==> src/rtl/alu_seq.sv <==
// Sequential N-bit ALU with a valid/ready input handshake, registered y/f and a done pulse.
// MUL uses an iterative shift-add datapath; DIV/MOD use an iterative restoring divider.
module alu_seq #(
    parameter int unsigned N = 8
) (
    input  logic         clk,
    input  logic         rst,
    input  logic         in_valid,
    output logic         in_ready,
    input  logic [N-1:0] a,
    input  logic [N-1:0] b,
    input  logic [3:0]   op,
    output logic         busy,
    output logic         done,
    output logic [N-1:0] y,
    output logic [4:0]   f
);

    localparam int unsigned CW = $clog2(N + 1);
    localparam logic [N-1:0] N_VAL = N'(N);

    localparam logic [3:0] OP_ADD = 4'd0;
    localparam logic [3:0] OP_SUB = 4'd1;
    localparam logic [3:0] OP_MUL = 4'd2;
    localparam logic [3:0] OP_DIV = 4'd3;
    localparam logic [3:0] OP_MOD = 4'd4;
    localparam logic [3:0] OP_AND = 4'd5;
    localparam logic [3:0] OP_OR  = 4'd6;
    localparam logic [3:0] OP_XOR = 4'd7;
    localparam logic [3:0] OP_SHL = 4'd8;
    localparam logic [3:0] OP_SHR = 4'd9;

    typedef enum logic [1:0] {IDLE, RUN, DONE} state_t;

    state_t        state;
    logic [3:0]    op_r;
    logic [N-1:0]  opnd_r;
    logic [N-1:0]  hi_r;
    logic [N-1:0]  lo_r;
    logic [CW-1:0] cnt_r;

    logic          accept;
    logic          iter_op;
    logic [N:0]    add_sum;
    logic [N-1:0]  sc_y;
    logic [4:0]    sc_f;

    // Single-cycle results, including error cases (err set, zero left clear)
    always_comb begin
        accept  = in_valid && in_ready;
        iter_op = (op == OP_MUL) || (((op == OP_DIV) || (op == OP_MOD)) && (b != '0));
        add_sum = {1'b0, a} + {1'b0, b};
        sc_y    = '0;
        sc_f    = '0;
        case (op)
            OP_ADD: begin
                sc_y    = add_sum[N-1:0];
                sc_f[1] = add_sum[N];
                sc_f[0] = add_sum[N];
            end
            OP_SUB: begin
                sc_y    = (a < b) ? (b - a) : (a - b);
                sc_f[3] = (a < b);
            end
            OP_AND:  sc_y = a & b;
            OP_OR:   sc_y = a | b;
            OP_XOR:  sc_y = a ^ b;
            OP_SHL:  sc_y = (b >= N_VAL) ? '0 : (a << b);
            OP_SHR:  sc_y = (b >= N_VAL) ? '0 : (a >> b);
            default: sc_f[4] = 1'b1;
        endcase
        if (!sc_f[4]) begin
            sc_f[2] = (sc_y == '0);
        end
    end

    logic [N:0]   mul_sum;
    logic [N:0]   div_trial;
    logic [N-1:0] nx_hi;
    logic [N-1:0] nx_lo;
    logic [N-1:0] res_y;
    logic [4:0]   res_f;

    // One iteration: hi/lo hold {product high, multiplier} or {remainder, quotient}
    always_comb begin
        mul_sum   = {1'b0, hi_r} + {1'b0, opnd_r};
        div_trial = {hi_r, lo_r[N-1]} - {1'b0, opnd_r};
        if (op_r == OP_MUL) begin
            if (lo_r[0]) begin
                {nx_hi, nx_lo} = {mul_sum, lo_r[N-1:1]};
            end else begin
                {nx_hi, nx_lo} = {1'b0, hi_r, lo_r[N-1:1]};
            end
        end else if (!div_trial[N]) begin
            nx_hi = div_trial[N-1:0];
            nx_lo = {lo_r[N-2:0], 1'b1};
        end else begin
            nx_hi = {hi_r[N-2:0], lo_r[N-1]};
            nx_lo = {lo_r[N-2:0], 1'b0};
        end

        res_y = '0;
        res_f = '0;
        case (op_r)
            OP_MUL: begin
                res_y    = nx_lo;
                res_f[0] = (nx_hi != '0);
            end
            OP_DIV:  res_y = nx_lo;
            default: res_y = nx_hi;
        endcase
        res_f[2] = (res_y == '0);
    end

    always_ff @(posedge clk or posedge rst) begin
        if (rst) begin
            state    <= IDLE;
            op_r     <= '0;
            opnd_r   <= '0;
            hi_r     <= '0;
            lo_r     <= '0;
            cnt_r    <= '0;
            in_ready <= 1'b0;
            busy     <= 1'b0;
            done     <= 1'b0;
            y        <= '0;
            f        <= '0;
        end else begin
            done <= 1'b0;
            case (state)
                IDLE, DONE: begin
                    state    <= IDLE;
                    in_ready <= 1'b1;
                    busy     <= 1'b0;
                    if (accept) begin
                        op_r <= op;
                        if (iter_op) begin
                            state    <= RUN;
                            in_ready <= 1'b0;
                            busy     <= 1'b1;
                            cnt_r    <= CW'(N);
                            opnd_r   <= (op == OP_MUL) ? a : b;
                            hi_r     <= '0;
                            lo_r     <= (op == OP_MUL) ? b : a;
                        end else begin
                            state <= DONE;
                            y     <= sc_y;
                            f     <= sc_f;
                            done  <= 1'b1;
                        end
                    end
                end
                RUN: begin
                    hi_r  <= nx_hi;
                    lo_r  <= nx_lo;
                    cnt_r <= cnt_r - CW'(1);
                    if (cnt_r == CW'(1)) begin
                        state    <= DONE;
                        in_ready <= 1'b1;
                        busy     <= 1'b0;
                        done     <= 1'b1;
                        y        <= res_y;
                        f        <= res_f;
                    end
                end
                default: state <= IDLE;
            endcase
        end
    end

endmodule

==> config.mk <==
export PLATFORM = sky130hd
export DESIGN_NAME = alu_seq
export DESIGN_NICKNAME = d
export VERILOG_FILES = /design/src/rtl/alu_seq.sv
export SDC_FILE = /design/constraint.sdc
export NUM_CORES = 1
export LEC_CHECK = 0
export CORE_ASPECT_RATIO = 1.2
export CORE_MARGIN = 10
export CORE_UTILIZATION = 53
export CTS_BUF_LIST = sky130_fd_sc_hd__clkbuf_4 sky130_fd_sc_hd__clkbuf_8
export CTS_CLUSTER_SIZE = 28
export DETAILED_ROUTE_END_ITERATION = 16
export PLACE_DENSITY = 0.7
export SLEW_MARGIN = 0
export SYNTH_ARGS = -nofsm -noshare
export SYNTH_HDL_FRONTEND = slang
export SYNTH_SLANG_ARGS = --single-unit
==> constraint.sdc <==
create_clock -name clk -period 3.27 [get_ports clk]
set_input_delay 0.8175 -clock clk [delete_from_list [all_inputs] [get_ports clk]]
set_output_delay 0.8175 -clock clk [all_outputs]
set_load 0.1 [all_outputs]
==> impl_metrics.toml <==
[layout]
drive_above_1_share = 0.311
layout_common_cells = "buf_4, nand2_1, nor2_1"
mostFrequentLayoutCell = "buf_4"
seqCellArea_um2 = 1250
layout.nets = 982
areaGrowthSynthToFinish_pct = 36.8
final_area_um2 = 7720
multi_input_area_um2 = 4240
nFillCells = 834
final_util = 0.738
n_antenna_cell = 0

[worst_setup_path]
crit-reg2reg-capture = "f[0]"
startpoint_type = "primary input"
r2r_start = "lo_r[7]"
critPathKind = "primary input to flip-flop"
end_kind = "flip-flop"
crit_fanout = 6
cpPeakStageDelay_ps = 640
crit_start = "op[0]"
reg2reg_slack_ps = 80
endpoint = "f[2]"
crit_slowest_cell = "o31ai_1"
reg2regPathDepth = 12
cp_data_required_time_ps = 3470
path_common_cell = "buf_4"
crit_arrival_ps = 3470
worstPathCellList = "clkdlybuf4s50_1, buf_4, nor4bb_1, buf_4, nand3_1, o31ai_1, or2_2, a211o_1, a211oi_2, nand4b_1, o211ai_1"

[yosys]
ys_seq_area_frac = 0.222
ys_async_sr_fraction = 1.00
synth_warnings = 0
synth_edf_count = 0
ys_seq_elements = 50
synth.avg_cell_area_um2 = 7.93
synth_cell_type_count = 80
syn-cell-area_um2 = 5650
synth_ff_type = "dfrtp_1"
syn_nets = 791
synthCells = 712

[grt]
grt_start_max_net_pins = 28
grt_usage = 0.275
grt_pass1_vias = 6472
grt_first_pass_wirelength_mm = 33.7
antenna_found_initial = 0
grt-ovfl-total = 0

[power]
p_sw_uw = 2640
ir_drop_v = 0.000343
seqPwrFrac = 0.223
p_clk_frac = 0.089
p_int_uw = 2500
powerDensity_nw_per_um2 = 665
leakage_uw = 0.00363
combPwrFrac = 0.688
p_sw_frac = 0.514
total_power_uw = 5140

[timing]
rsz0062_at_grt = "true"
tightest_slew_ps = 1030
clock_skew_ps = 11.0
setup_viol_count_final = 1
fmax_mhz = 306
period_needed_ps = 3270
period_share = 1.00
relSlewSlack = 0.315
slew_viol_final = 0
layout_setup_ws_ps = -2.26
hold_violations = 0

[floorplan]
initial_core_util = 0.540
dieArea_um2 = 15200
ios = 39
coreArea_um2 = 10500
rows = 41
fp.dieH_um = 133
die_w_um = 114

[clock_network]
cts_sinks = 50
clock_latency_ps = 320
clk_pin_slew_ps = 100
tritoncts = "built"
h-tree-depth = 2
root_buffer = "clkbuf_8"
cts_buffer_depth = 2
numCtsBuffers = 5

[detailed_routing]
avgRoutedWirePerCell_um = 20.9
route.detailed.drc = 0
vias_per_cell = 6.28
dr.pass1.iters = 5
antenna_left = 0
routed_wirelength_mm = 21.6
vias = 6491
drtIter0Drc = 510

[run]
cap_violations = 0

[min_path]
hp-class = "flip-flop to flip-flop"

[place]
port_buffers = 38
dpl_cell_area_um2 = 7360
place_congestion = 1.06
place_hpwl_mm = 17.3

[outcome]
status = "complete, but fails checks"
violations = "setup timing"
==> layout make-up <==
cell class | count | area share
clock buffer | 5 | 0.00891
clock inverter | 3 | 0.00615
inverter | 48 | 0.0233
multi-input combinational | 578 | 0.549
sequential | 50 | 0.162
tap | 129 | 0.0209
timing repair buffer | 220 | 0.230
==> critical path, delay by kind of cell <==
family | cells | cell delay [ps]
buffers and inverters | 3 | 820
AND/OR/NAND/NOR | 4 | 870
AO/OA/AOI/OAI | 4 | 950
==> Yosys cell counts (all sizes together) (5+ instances only) <==
master	number	area share
nor4	7	0.010
buf	11	0.0095
xor2	8	0.012
o211ai	18	0.025
or4	5	0.0073
a22oi	5	0.0066
a31o	5	0.0078
a31oi	9	0.010
o21a	9	0.012
nand2	71	0.049
xnor2	6	0.0093
nor2b	12	0.013
ha	51	0.11
fa	5	0.018
nand4	8	0.0089
nand3	16	0.014
mux2i	20	0.035
o21ai	45	0.040
dfrtp	50	0.22
nand2b	11	0.012
mux2	7	0.014
mux4	7	0.028
nor2	68	0.045
a211oi	16	0.023
or3	7	0.0078
nor3	19	0.018
clkbuf	25	0.017
a21oi	46	0.041
o22ai	9	0.010
inv	48	0.032
a21o	10	0.014
==> power groups by stage <==
stage / registers, uW / clock network, uW / logic (uW)
CTS: 1130 / 456 / 3340
global route: 1170 / 484 / 3810
detailed placement: 1140 / 0 / 3310
finish: 1150 / 456 / 3540
global placement: 1130 / 0 / 3210
floorplan: 1420 / 0 / 1900
==> cells by family after synthesis <==
group,count (synthesis),share of synthesized area
and+or+nand+nor,255,0.228
AOI/OAI and AO/OA,219,0.263
buffers and inverters,84,0.0580
adders and majority gates,56,0.131
DFF,50,0.222
muxes,34,0.0773
xor gates and xnor gates,14,0.0217
==> repair_timing <==
| item | in CTS | in global routing |
|---|---|---|
| gates resized for setup | 14 | 54 |
| hold buffers | 0 | 0 |
| setup endpoints to repair | 6 | 8 |
| hold endpoints to repair | 0 | 0 |
| pin swaps | 8 | 18 |
| setup buffers | 3 | 4 |
==> through the flow <==
step	setup TNS (ps)	hold WS, ps	std cells	setup WS [ps]
5_1_grt	-90.1	511	1033	-50.1
2_1_floorplan	0	446	712	29.9
3_5_place_dp	-4230	472	1018	-602
6_report	-2.26	491	1033	-2.26
4_1_cts	-0.648	485	1029	-0.648
3_3_place_gp	-3840	464	1018	-575
==> state kept, by name, summed over array words and instances, names as in the netlist <==
register,cells
busy,1
cnt_r,4
done,1
f,5
hi_r,8
in_ready,1
lo_r,8
op_r,4
opnd_r,8
state,2
y,8
==> routing by layer <==
metal / share of wire / wire (um) / up-vias / track usage
li1: - / - / 2990 / -
met1: 0.37 / 8060 / 3070 / 0.301
met2: 0.50 / 10800 / 334 / 0.478
met3: 0.064 / 1370 / 97 / 0.0448
met4: 0.064 / 1370 / 0 / 0.169
met5: 0 / 0 / - / 0
==> how the worst min path moves through the flow <==
stage	startpoint	endpoint	slack, ps	cells after the start
2_1_floorplan	cnt_r[3]	cnt_r[3]	450	1
3_3_place_gp	y[0]	y[0]	460	1
3_5_place_dp	cnt_r[3]	cnt_r[3]	470	1
4_1_cts	cnt_r[3]	cnt_r[3]	480	1
5_1_grt	cnt_r[3]	cnt_r[3]	510	1
6_report	cnt_r[3]	cnt_r[3]	490	1
No activity file was read; power rests on OpenSTA's default activity.
